[src/rtl/dp_ram_initiator_pkg.sv]
// Shared types and lane-steering helpers for the port-B RAM bus initiator.
package dp_ram_initiator_pkg;

  typedef enum logic [1:0] {
    SIZE_B = 2'd0,
    SIZE_H = 2'd1,
    SIZE_W = 2'd2
  } size_e;

  typedef struct packed {
    logic [31:0] rdata;
    logic        err;
  } rsp_t;

  typedef struct packed {
    logic       we;
    logic [1:0] size;
    logic       sext;
    logic [1:0] off;
    logic       err;
  } pending_t;

  // Size 3 is never legal, so it is reported as misaligned.
  function automatic logic is_misaligned(input logic [1:0] size, input logic [1:0] off);
    case (size)
      SIZE_B:  return 1'b0;
      SIZE_H:  return off[0];
      SIZE_W:  return off != 2'b00;
      default: return 1'b1;
    endcase
  endfunction

  function automatic logic [3:0] be_gen(input logic [1:0] size, input logic [1:0] off);
    case (size)
      SIZE_B:  return 4'b0001 << off;
      SIZE_H:  return 4'b0011 << off;
      SIZE_W:  return 4'b1111;
      default: return 4'b0000;
    endcase
  endfunction

  function automatic logic [31:0] wdata_rep(input logic [1:0] size, input logic [31:0] data);
    case (size)
      SIZE_B:  return {4{data[7:0]}};
      SIZE_H:  return {2{data[15:0]}};
      default: return data;
    endcase
  endfunction

  function automatic logic [31:0] rdata_ext(input logic [1:0] size, input logic sext,
                                            input logic [1:0] off, input logic [31:0] word);
    logic [31:0] sh;
    sh = word >> {off, 3'b000};
    case (size)
      SIZE_B:  return {{24{sext & sh[7]}}, sh[7:0]};
      SIZE_H:  return {{16{sext & sh[15]}}, sh[15:0]};
      default: return word;
    endcase
  endfunction

endpackage

[src/rtl/dp_ram_initiator_fifo.sv]
// Small synchronous response FIFO; the head entry is read straight from registered storage.
module dp_ram_initiator_fifo
  import dp_ram_initiator_pkg::*;
#(
  parameter int DEPTH = 2
) (
  input  logic                         clk_i,
  input  logic                         rst_i,
  input  logic                         push_i,
  input  rsp_t                         push_data_i,
  input  logic                         pop_i,
  output rsp_t                         pop_data_o,
  output logic                         full_o,
  output logic                         empty_o,
  output logic [$clog2(DEPTH+1)-1:0]   count_o
);

  localparam int PW = (DEPTH > 1) ? $clog2(DEPTH) : 1;
  localparam int CW = $clog2(DEPTH + 1);
  localparam logic [PW-1:0] LAST     = PW'(DEPTH - 1);
  localparam logic [CW-1:0] FULL_CNT = CW'(DEPTH);

  rsp_t          mem_q [DEPTH];
  logic [PW-1:0] wr_ptr_q, wr_ptr_d;
  logic [PW-1:0] rd_ptr_q, rd_ptr_d;
  logic [CW-1:0] count_q, count_d;

  always_comb begin
    wr_ptr_d = wr_ptr_q;
    rd_ptr_d = rd_ptr_q;
    count_d  = count_q;
    if (push_i) wr_ptr_d = (wr_ptr_q == LAST) ? '0 : wr_ptr_q + PW'(1);
    if (pop_i)  rd_ptr_d = (rd_ptr_q == LAST) ? '0 : rd_ptr_q + PW'(1);
    if (push_i && !pop_i)      count_d = count_q + CW'(1);
    else if (!push_i && pop_i) count_d = count_q - CW'(1);
  end

  always_ff @(posedge clk_i) begin
    if (rst_i) begin
      wr_ptr_q <= '0;
      rd_ptr_q <= '0;
      count_q  <= '0;
    end else begin
      wr_ptr_q <= wr_ptr_d;
      rd_ptr_q <= rd_ptr_d;
      count_q  <= count_d;
    end
  end

  always_ff @(posedge clk_i) begin
    if (push_i) mem_q[wr_ptr_q] <= push_data_i;
  end

  assign pop_data_o = mem_q[rd_ptr_q];
  assign full_o     = count_q == FULL_CNT;
  assign empty_o    = count_q == '0;
  assign count_o    = count_q;

  // Credit accounting upstream must keep a push from ever landing on a full FIFO.
  assert property (@(posedge clk_i) disable iff (rst_i) push_i |-> (!full_o || pop_i));

endmodule

[src/rtl/dp_ram_initiator.sv]
// Port-B bus initiator: lane-aligns sized load/store commands onto the byte RAM and
// returns one in-order response per command after the RAM's one-cycle read latency.
module dp_ram_initiator
  import dp_ram_initiator_pkg::*;
#(
  parameter int ADDR_WIDTH = 22,
  parameter int RSP_DEPTH  = 2
) (
  input  logic                  clk_i,
  input  logic                  rst_i,
  input  logic                  cmd_valid_i,
  output logic                  cmd_ready_o,
  input  logic                  cmd_we_i,
  input  logic [1:0]            cmd_size_i,
  input  logic                  cmd_signed_i,
  input  logic [ADDR_WIDTH-1:0] cmd_addr_i,
  input  logic [31:0]           cmd_wdata_i,
  output logic                  mem_en_o,
  output logic                  mem_we_o,
  output logic [3:0]            mem_be_o,
  output logic [ADDR_WIDTH-1:0] mem_addr_o,
  output logic [31:0]           mem_wdata_o,
  input  logic [31:0]           mem_rdata_i,
  output logic                  rsp_valid_o,
  input  logic                  rsp_ready_i,
  output logic [31:0]           rsp_rdata_o,
  output logic                  rsp_err_o,
  output logic [31:0]           txn_count_o
);

  localparam int CW = $clog2(RSP_DEPTH + 1);
  localparam logic [CW:0] CREDITS = (CW+1)'(RSP_DEPTH);

  logic          accept;
  logic          cmd_mis;
  logic [1:0]    cmd_off;
  logic          pending_q, pending_d;
  pending_t      pend_q, pend_d;
  logic [31:0]   txn_q, txn_d;
  logic [CW-1:0] fifo_count;
  logic [CW:0]   in_flight;
  logic          fifo_full, fifo_empty, pop;
  rsp_t          push_rsp, head_rsp;

  assign cmd_off   = cmd_addr_i[1:0];
  assign cmd_mis   = is_misaligned(cmd_size_i, cmd_off);

  // A pop in the same cycle is not credited back, which keeps ready off the pop path.
  assign in_flight   = {1'b0, fifo_count} + {{CW{1'b0}}, pending_q};
  assign cmd_ready_o = !rst_i && !fifo_full && (in_flight < CREDITS);
  assign accept      = cmd_valid_i && cmd_ready_o;

  assign mem_en_o    = accept && !cmd_mis;
  assign mem_we_o    = cmd_we_i;
  assign mem_be_o    = be_gen(cmd_size_i, cmd_off);
  assign mem_addr_o  = {cmd_addr_i[ADDR_WIDTH-1:2], 2'b00};
  assign mem_wdata_o = cmd_we_i ? wdata_rep(cmd_size_i, cmd_wdata_i) : 32'h0;

  always_comb begin
    pending_d = accept;
    pend_d    = pend_q;
    txn_d     = txn_q;
    if (accept) begin
      pend_d = '{we: cmd_we_i, size: cmd_size_i, sext: cmd_signed_i, off: cmd_off, err: cmd_mis};
      txn_d  = txn_q + 32'd1;
    end
  end

  always_ff @(posedge clk_i) begin
    if (rst_i) begin
      pending_q <= 1'b0;
      pend_q    <= '0;
      txn_q     <= '0;
    end else begin
      pending_q <= pending_d;
      pend_q    <= pend_d;
      txn_q     <= txn_d;
    end
  end

  always_comb begin
    push_rsp = '0;
    if (pend_q.err)     push_rsp.err   = 1'b1;
    else if (!pend_q.we) push_rsp.rdata = rdata_ext(pend_q.size, pend_q.sext, pend_q.off, mem_rdata_i);
  end

  assign pop = rsp_valid_o && rsp_ready_i;

  dp_ram_initiator_fifo #(.DEPTH(RSP_DEPTH)) u_fifo (
    .clk_i       (clk_i),
    .rst_i       (rst_i),
    .push_i      (pending_q),
    .push_data_i (push_rsp),
    .pop_i       (pop),
    .pop_data_o  (head_rsp),
    .full_o      (fifo_full),
    .empty_o     (fifo_empty),
    .count_o     (fifo_count)
  );

  assign rsp_valid_o = !rst_i && !fifo_empty;
  assign rsp_rdata_o = rsp_valid_o ? head_rsp.rdata : 32'h0;
  assign rsp_err_o   = rsp_valid_o && head_rsp.err;
  assign txn_count_o = rst_i ? 32'h0 : txn_q;

endmodule
[config.mk]
export PLATFORM = sky130hd
export DESIGN_NAME = dp_ram_initiator
export DESIGN_NICKNAME = d
export VERILOG_FILES = /design/src/rtl/dp_ram_initiator_pkg.sv /design/src/rtl/dp_ram_initiator_fifo.sv /design/src/rtl/dp_ram_initiator.sv
export SDC_FILE = /design/constraint.sdc
export NUM_CORES = 1
export LEC_CHECK = 0
export BUFFER_PORTS_ARGS = -buffer_cell sky130_fd_sc_hd__buf_2
export CAP_MARGIN = 25
export CORE_MARGIN = 3
export CORE_UTILIZATION = 55
export DETAILED_ROUTE_END_ITERATION = 6
export PLACE_DENSITY_LB_ADDON = 0.25
export SLEW_MARGIN = 40
export SYNTH_ARGS = -nofsm -noshare
export SYNTH_HDL_FRONTEND = slang
export SYNTH_SLANG_ARGS = --single-unit
[constraint.sdc]
create_clock -name clk_i -period 5.41 [get_ports clk_i]
set_clock_uncertainty 0.2 [all_clocks]
set_input_delay 1.082 -clock clk_i [delete_from_list [all_inputs] [get_ports clk_i]]
set_output_delay 1.082 -clock clk_i [all_outputs]
set_load 0.005 [all_outputs]
* Yosys cells after proc, flatten, opt, wreduce, memory -nomap -nowiden
Memories as Yosys holds them, arrays and structs flattened. A register that Yosys moved wholly into a read port is not among the register bits.
Cells that the tools add are included.
** Operators by class
- Add/subtract/negate cells :: 6
- $lt $le $gt $ge :: 1
- Equal/unequal tests :: 4
- Shift operators :: 3
- Mux-type cells :: 18
- Bitwise operators :: 2
- Reduce and logical (&&, ||, !) cells :: 20
** Operators with widths (number)
- $mux 32 :: 5
- $pmux 32 s2 :: 2
- $add 32x1->32 const B :: 1
- $shr 32x5->16 :: 1
- $pmux 4 s3 :: 1
- $logic_and 1x1->1 :: 9
- $mux 1 :: 7
- $logic_not 1->1 :: 6
- $logic_not 2->1 :: 3
- $eq 2x1->1 const B :: 2
- $eq 2x2->1 const B :: 2
- $mux 2 :: 2
- $reduce_bool 2->1 :: 2
- $shl 1x2->4 const A :: 1
- $shl 2x2->4 const A :: 1
- $add 2x1->3 :: 1
- $lt 3x2->1 const B :: 1
- $pmux 1 s3 :: 1
- $add 1x1->1 const B :: 2
- $add 2x1->2 const B :: 1
- $and 1x1->1 :: 2
- $sub 2x1->2 const B :: 1
** Word-level totals
- Register bits :: 44
- Memory bits (writable) :: 66
- Input port bits :: 94
- Output and inout port bits :: 127
- Word-level logic and storage cells :: 65
- Memories :: 1
** Memories
- u_fifo.mem_q :: depth 2, bits a word 33, rd ports 1, clocked after memory_dff 1, write ports 1, RTL line dp_ram_initiator_fifo.sv:23 : rsp_t mem_q [DEPTH];

* Longest topological paths before layout
Gate-level depths: netlist of run 1.
- Depth after elaboration :: 7
- Mapped depth :: 7
- Gate-level depth less buffers :: 7

* Cells and area by module
From an unflattened synthesis of run 1, not the netlist that was laid out.
** Unflattened totals
- Cells, all modules :: 658
- Area total of the unflattened synthesis :: 6424.9 um^2
** By module, submodules not included
- dp_ram_initiator :: times used 1, cells an instance 533, area an instance 3843.7 um^2, seq. area each 800.8 um^2
- dp_ram_initiator_fifo :: times used 1, cells an instance 125, area an instance 2581.2 um^2, seq. area each 2082.0 um^2

* Least setup slack after synthesis of run 1
OpenSTA, ideal clock, no wires.
- Kind :: input to output
- From :: in cmd_size_i[1]
- To :: out mem_wdata_o[12]
- Arrival :: 2235 ps
- Required time :: 4128 ps
- Path slack :: 1893 ps
- Stages on the path :: 5
- Buffers on the path :: 3
- Cell sequence :: clkbuf_1 -> buf_1 -> clkbuf_1 -> o21ai_1 -> a21boi_1
** Between the ends
- Longest elaborated chain between the ends :: 3
- Elaborated cells on any way between the ends :: 4
- Those cells by class :: 1 x eq/ne; 2 x mux; 1 x reduce/logical
** Ends and longest elaborated chain
- from (decl) :: RTL line dp_ram_initiator.sv:14 : input logic [1:0] cmd_size_i,
- $eq 2x1->1 / $logic_not 2->1 (equally long branches) :: RTL line dp_ram_initiator_pkg.sv:43 : case (size)
- $pmux 32 s2 (*) :: RTL line dp_ram_initiator_pkg.sv:43
- $mux 32 (*) :: RTL line dp_ram_initiator.sv:57 : assign mem_wdata_o = cmd_we_i ? wdata_rep(cmd_size_i, cmd_wdata_i) : 32'h0;
- to (decl) :: RTL line dp_ram_initiator.sv:22 : output logic [31:0] mem_wdata_o,
Mark *: on every way between the ends. The rest lies on a longest branch, timed or not.

* Worst setup path after layout of run 1
- From :: in rst_i
- To :: out mem_en_o
** Between the ends
- Longest elaborated chain between the ends :: 5
** Ends and longest elaborated chain
- from (decl) :: RTL line dp_ram_initiator.sv:10 : input logic rst_i,
- $logic_not 1->1 :: RTL line dp_ram_initiator.sv:50 : assign cmd_ready_o = !rst_i && !fifo_full && (in_flight < CREDITS);
- $logic_and 1x1->1 (2 in series) :: RTL line dp_ram_initiator.sv:50
- $logic_and 1x1->1 :: RTL line dp_ram_initiator.sv:51 : assign accept = cmd_valid_i && cmd_ready_o;
- $logic_and 1x1->1 :: RTL line dp_ram_initiator.sv:53 : assign mem_en_o = accept && !cmd_mis;
- to (decl) :: RTL line dp_ram_initiator.sv:18 : output logic mem_en_o,
No other way between the ends.

==> metrics.yaml, run 1 <==
route:
  drc: 0
  viasPerCell: 5.810
  drt_wl_total_um: 16320
  drtAntennaViolNets: 0
  drt_iter0_markers: 373
  vias: 5461
  firstDrtPassIters: 5
  wire_per_inst_um: 17.36
layout:
  num-nets-final: 891
  drive_gt1_frac: 0.2650
  final_common_cell: "buf_2"
  insertedDiodeCount: 0
  nFillCells: 897
  layout_common_cells: "178 x buf_2, 73 x nor2_1, 66 x edfxtp_1"
  area_delta_synth_final_pct: 16.30
global_route:
  grt_pass1_vias: 5150
  grt_usage: 0.2511
  grt_max_degree: 72
  grt_pass1_wl_um: 25740
  antenna_found_initial: 0
  overflow: 0
logic_synthesis:
  seq_area_frac_synth: 0.4564
  synth_edf_count: 66
  netlist.area_leader.share: 0.3138
  yosys.area_share.adder: 0.003962
  syn_avg_cell_area_um2: 9.484
  synthSimpleGateAreaFrac: 0.2365
  synth_top_family_by_area: "simple AND/OR/NAND/NOR gates"
  synth_compound_gate_area_share: 0.1133
  ys_ff_latch: 111
  synth_warnings: 0
  synth_xor_area_frac: 0.02219
  syn_area_um2: 6316
  synth_area_leaders: "edfxtp_1 31%, dfxtp_1 14%, mux2i_1 9.8%"
  async_flop_share: 0
  synthMuxAreaShare: 0.1054
  synth-main-ff-cell: "edfxtp_1"
  synth.distinct_cells: 47
  syn_inst: 666
  synth_top_cell_by_area: "edfxtp_1"
floorplanning:
  die_y_um: 113.2
  start_util: 0.5726
  die_w_um: 113.2
  core_area_um2: 11030
  pin_count: 221
  die-area_um2: 12810
  rows: 38
placed_design:
  globalplace.congestion: 0.9032
  hpwl_um: 11940
  numPortBuffers: 178
  preCtsSetupSlack_ns: 1.797
clock_tree:
  cts_tree: "done"
  clockBufferDepth: 2
  numCtsBuffers: 9
  cts-root-buf: "clkbuf_16"
  cts_num_sinks: 111
  ctsHoldBuffers: 0
  htreeDepth: 3
  cts_setup_buffers: 0
  clk_latency_ns: 0.35
  cts_resized: 0
  clk_transition_reported_paths_ns: 0.06
timing:
  period_share: 0.6756
  rsz0062_at_grt: "false"
  period_minus_slack_ns: 3.655
  maxSlewHeadroom: 0.4999
  finalSetupTns_ns: 0
  slew_violations: 0
  fmax_ghz: 0.2736
  finalHoldViolCount: 0
  setup_ws_ns: 1.755
  finalSetupViolations: 0
  worst_pin_slew_ns: 0.7491
worst_setup_path:
  cp_num_buf_inv: 3
  crit_path_max_incr_delay_ns: 0.35
  cp_slowest_cell: "a211o_1"
  worstReg2RegStart: "pend_q[2]"
  critical_path_class: "in -> out"
  cp_common_cell: "buf_2"
  worstPathRequired_ns: 4.13
  cp-startpoint: "rst_i"
  arrival_ns: 2.37
  cp_max_fo: 14
  cp-start-kind: "input pin"
  path_delay_family: "simple AND/OR/NAND/NOR gates"
  critPathCaptureType: "output pin"
  crit_chain: "buf_2 -> a211o_1 -> inv_8 -> nand2_1 -> nor2_1 -> buf_2"
power:
  ir_worst_vdd_mv: 0.1420
  power_density_nw_per_um2: 267.7
  p_leak_nw: 2.947
job:
  cap_violations: 0
run_status:
  outcome: "complete, no violations"
hold_path:
  hp-start: "pend_q[6]"
  min_path_type: "reg -> reg"
cell type report:
class	count	area (µm²)	area share
clock buffers	12	236.5	0.03219
well taps	140	175.2	0.02385
repair buffers	184	935.9	0.1274
multi-input cells	484	3059	0.4165
clock inverters	4	23.77	0.003236
flip-flops and latches	111	2889	0.3933
inverters	5	26.28	0.003577
worst paths after layout:
| kind | end | slack (ns) | depth (start not counted) |
|---|---|---|---|
| max | mem_en_o | 1.76 | 6 |
| min | pend_q[6] | 0.27 | 2 |
| max reg2reg | u_fifo.mem_q[1][14] | 2.97 | 4 |
| min reg2reg | pend_q[6] | 0.27 | 2 |
per-layer routing:
layer,part of all wire,track usage
met5,0,0
met2,0.51,0.4360
met4,0.032,0.1122
met3,0.062,0.03476
met1,0.40,0.3109
state kept, by name (all words and copies together) (netlist names), named ones only:
signal           cells
pend_q               7
pending_q            1
txn_q               32
u_fifo.count_o       2
u_fifo.mem_q        66
u_fifo.rd_ptr_q      1
u_fifo.wr_ptr_q      1
power by group:
| group | switching [W] | internal [W] |
|---|---|---|
| combinational | 0.000210 | 0.000158 |
| clock | 0.000281 | 0.000311 |
| sequential | 0.0000487 | 0.000957 |
| total | 0.000540 | 0.00143 |
synth_stat cells, types with 2 or more instances:
library cell  count
buf_1             8
nand3_1           9
nor2_1           73
o21ai_0           3
inv_1             2
and2_1           19
a22oi_1           9
or4_1            12
buf_4            23
xor2_1           11
nand2_1          49
nor4_1            6
xnor2_1           5
or3_1             7
o31ai_1          12
mux2i_1          62
dfxtp_1          45
and4_1            4
inv_2             2
o2bb2ai_1         7
buf_2             3
nand2b_1          3
nor3_1           19
o221a_1           7
nor2b_1          57
o21ai_1          22
ha_1              2
a21oi_1          42
and3_2            3
mux2_1            4
edfxtp_1         66
clkbuf_1         31
a21boi_1          8
nand4_1          14
and3_1            5
worst register-to-register path: stages (launching register included):
cell and delay, ns:
dfxtp_1 0.80, mux2i_1 0.26, mux2i_1 0.26, nand3_1 0.35, a21oi_1 0.37
stage by stage:
step / utilization / std cells / total power, W / hold slack [ns] / cell area [µm²]
after floorplan: - / 667 / 0.001255 / 0.2443 / 6320
after global placement: 0.6414 / 924 / 0.001374 / 0.2548 / 7076
after detailed placement: 0.6422 / 924 / 0.001390 / 0.2649 / 7084
after CTS: 0.6658 / 940 / 0.001976 / 0.2739 / 7345
after global routing: 0.6659 / 940 / 0.002052 / 0.3069 / 7346
final: 0.6659 / 940 / 0.001966 / 0.2739 / 7346
cell families (layout without fill, tap and decap cells):
family / Yosys count / count (layout)
AND/OR/NAND/NOR: 285 / 285
AO/OA/AOI/OAI: 113 / 113
flip-flops: 111 / 111
buffers and inverters: 72 / 205
multiplexers: 66 / 66
XOR/XNOR: 16 / 16
adder cells (fa/ha/maj): 2 / 2
other: 1 / 2
Note: power is estimated with default switching activity, not from simulation.
==> inputs of run 2 (changes only) <==
CORE_UTILIZATION = 51   (was 55)
clock period = 3.6 ns   (was 5.41 ns; I/O delays follow)
==> run 2 against run 1 <==
  * Hold slack worse by 0.00051 ns
  * Worst setup slack got worse by 1.1 ns
  * Clock power increased by 58%
  * Wire length fell by 1.4%
  * Utilization shrank 5.1 points
  * Power grew 53%
  * First-iteration DRC count grew 38%
==> metrics.yaml, run 2 (synthesized netlist as in run 1, its figures left out) <==
layout:
  area_delta_synth_final_pct: 17.47
  top_register: "u_fifo.mem_q"
  insertedDiodeCount: 0  # unchanged
  top_regs: "u_fifo.mem_q x66, txn_q x32, pend_q x7"
  largest_reg_flops: 66  # unchanged
  final_cells: 972  # +3.4%
  drive_gt1_frac: 0.2674  # +0.002413
  final_common_cell: "buf_2"
  num-nets-final: 895  # +0.45%
  layout_common_cells: "178 x buf_2, 73 x nor2_1, 66 x edfxtp_1"
placed_design:
  hpwl_um: 11640  # -2.5%
  globalplace.congestion: 0.8427  # -6.7%
  numPortBuffers: 178  # unchanged
  dp_cells: 956  # +3.5%
clock_tree:
  cts-root-buf: "clkbuf_16"
  clk_transition_reported_paths_ns: 0.07  # about the same
  clockBufferDepth: 2  # unchanged
  cts_resized: 0  # unchanged
  cts_tree: "done"
  ctsHoldBuffers: 0  # unchanged
  clk_latency_ns: 0.35  # about the same
  cts_num_sinks: 111  # unchanged
  cts_setup_buffers: 0  # unchanged
  htreeDepth: 3  # unchanged
  numCtsBuffers: 9  # unchanged
timing:
  finalSetupTns_ns: 0  # unchanged
  period_share: 0.8103
  finalSetupViolations: 0  # unchanged
  slew_violations: 0  # unchanged
  worst_pin_slew_ns: 0.7655  # +0.01637 ns
  fmax_ghz: 0.3428
  maxSlewHeadroom: 0.4890  # -0.01093
  finalHoldViolCount: 0  # unchanged
  period_minus_slack_ns: 2.917
  rsz0062_at_grt: "false"
worst_setup_path:
  cp_num_buf_inv: 3  # unchanged
  cp_slowest_cell: "a211o_1"
  ff2ff_setup_slack_ns: 1.25  # -1.72 ns
  cp-start-kind: "input pin"
  cp_max_fo: 14  # unchanged
  cp_common_cell: "buf_2"
  crit_chain: "buf_2 -> a211o_1 -> inv_8 -> nand2_1 -> nor2_1 -> buf_2"
  worstReg2RegStart: "txn_q[4]"
  worstPathRequired_ns: 2.68  # -1.45 ns
  r2r-end: "txn_q[25]"
  path_delay_family: "simple AND/OR/NAND/NOR gates"
  critPathCaptureType: "output pin"
  worstRegToRegCells: 4  # unchanged
  arrival_ns: 2.00  # -0.37 ns
  critical_path_class: "in -> out"
  crit_path_max_incr_delay_ns: 0.35  # about the same
hold_path:
  hold_path_end: "pend_q[6]"
  min_path_type: "reg -> reg"
  hp-start: "pend_q[6]"
  hold_depth: 2  # unchanged
global_route:
  grt_max_degree: 72  # unchanged
  gr-usage-met1: 0.2974  # -0.01351
  grt_pass1_vias: 5100  # -0.97%
  top_usage_layer: "met2"
  overflow: 0  # unchanged
  antenna_found_initial: 0  # unchanged
  grtUsageMet3: 0.04524  # +0.01048
  met2_usage: 0.3884  # -0.04763
  grt_usage: 0.2331  # -0.01798
  grt_pass1_wl_um: 25330  # -1.6%
power:
  clkPwrFrac: 0.311  # +0.010
  power_density_nw_per_um2: 404.8  # +51%
  ir_worst_vdd_mv: 0.2133  # +50%
  p_switching_w: 0.0008389  # +55%
  cell_internal_pwr_w: 0.002165  # +52%
  swShare: 0.2793  # +0.004855
  pwr-share-seq: 0.498  # -0.014
  p_comb_frac: 0.191  # +0.004
  p_leak_nw: 2.970  # +0.76%
job:
  cap_violations: 0  # unchanged
route:
  drt_wl_total_um: 16090  # -1.4%
  firstDrtPassIters: 5  # unchanged
  drc: 0  # unchanged
  drt_iter0_markers: 514  # +38%
  wire_per_inst_um: 16.56  # -4.6%
  viasPerCell: 5.533  # -4.8%
  drtAntennaViolNets: 0  # unchanged
  vias: 5378  # -1.5%
floorplanning:
  core_area_um2: 12060  # +9.3%
  start_util: 0.5237  # -0.04894
  die_w_um: 117.3  # +3.6%
  die_y_um: 117.3  # +3.6%
  rows: 40  # +5.3%
  pin_count: 221  # unchanged
  die-area_um2: 13760  # +7.4%
run_status:
  outcome: "complete, no violations"
## run 2: cell count changes in the layout (fill, tap and decap cells not counted), moves of 2 or more
cell	before	now
buf_4	6	10
clkinv_2	3	0
dfxtp_1	42	44
inv_4	0	2
## run 2: layer usage
layer / vias to the layer above / part of all wire / routed length, µm
li1: 2628 / - / -
met4: 0 / 0.026 / 420
met3: 32 / 0.071 / 1136
met5: - / 0 / 0
met2: 217 / 0.48 / 7757
met1: 2501 / 0.42 / 6777
## run 2: worst min-delay path, cell delays in order (launching register included)
cell     delay (ns)
dfxtp_1        0.32
nand2_1        0.05
a21oi_1        0.05
## run 2: stage by stage
stage / hold WS (ns) / total power, W / area (µm²) / worst slack, ns / util
after floorplan: 0.2443 / 0.001886 / 6320 / 0.8071 / -
after global placement: 0.2590 / 0.002068 / 7141 / 0.7526 / 0.5920
after detailed placement: 0.2680 / 0.002095 / 7148 / 0.6689 / 0.5926
after CTS: 0.2778 / 0.003021 / 7420 / 0.6637 / 0.6151
after global routing: 0.3134 / 0.003144 / 7420 / 0.5438 / 0.6151
final: 0.2734 / 0.003004 / 7420 / 0.6830 / 0.6151
## run 2: layout make-up
class                      count  area (µm²)
fill                        1051        4642
multi-input combinational    484        3062
sequential                   111        2884
timing repair buffer         188       965.9
clock buffer                  12       240.2
tap                          168       210.2
clock inverter                 4       31.28
inverter                       5       26.28
## run 2: worst max path at each step
stage                  start  slack [ns]         endpoint  cells past startpoint
5_1_grt                rst_i        0.54         mem_en_o                      6
2_1_floorplan  cmd_size_i[1]        0.81  mem_wdata_o[12]                      5
6_report               rst_i        0.68         mem_en_o                      6
4_1_cts                rst_i        0.66         mem_en_o                      6
3_5_place_dp           rst_i        0.67         mem_en_o                      6
3_3_place_gp           rst_i        0.75         mem_en_o                      6
## run 2: power by group through the flow
stage / sequential, W / combinational, W / clock (W)
floorplan: 0.00149 / 0.000395 / 0
global placement: 0.00152 / 0.000552 / 0
detailed placement: 0.00152 / 0.000572 / 0
CTS: 0.00149 / 0.000575 / 0.000951
global route: 0.00150 / 0.000637 / 0.00100
finish: 0.00149 / 0.000574 / 0.000935
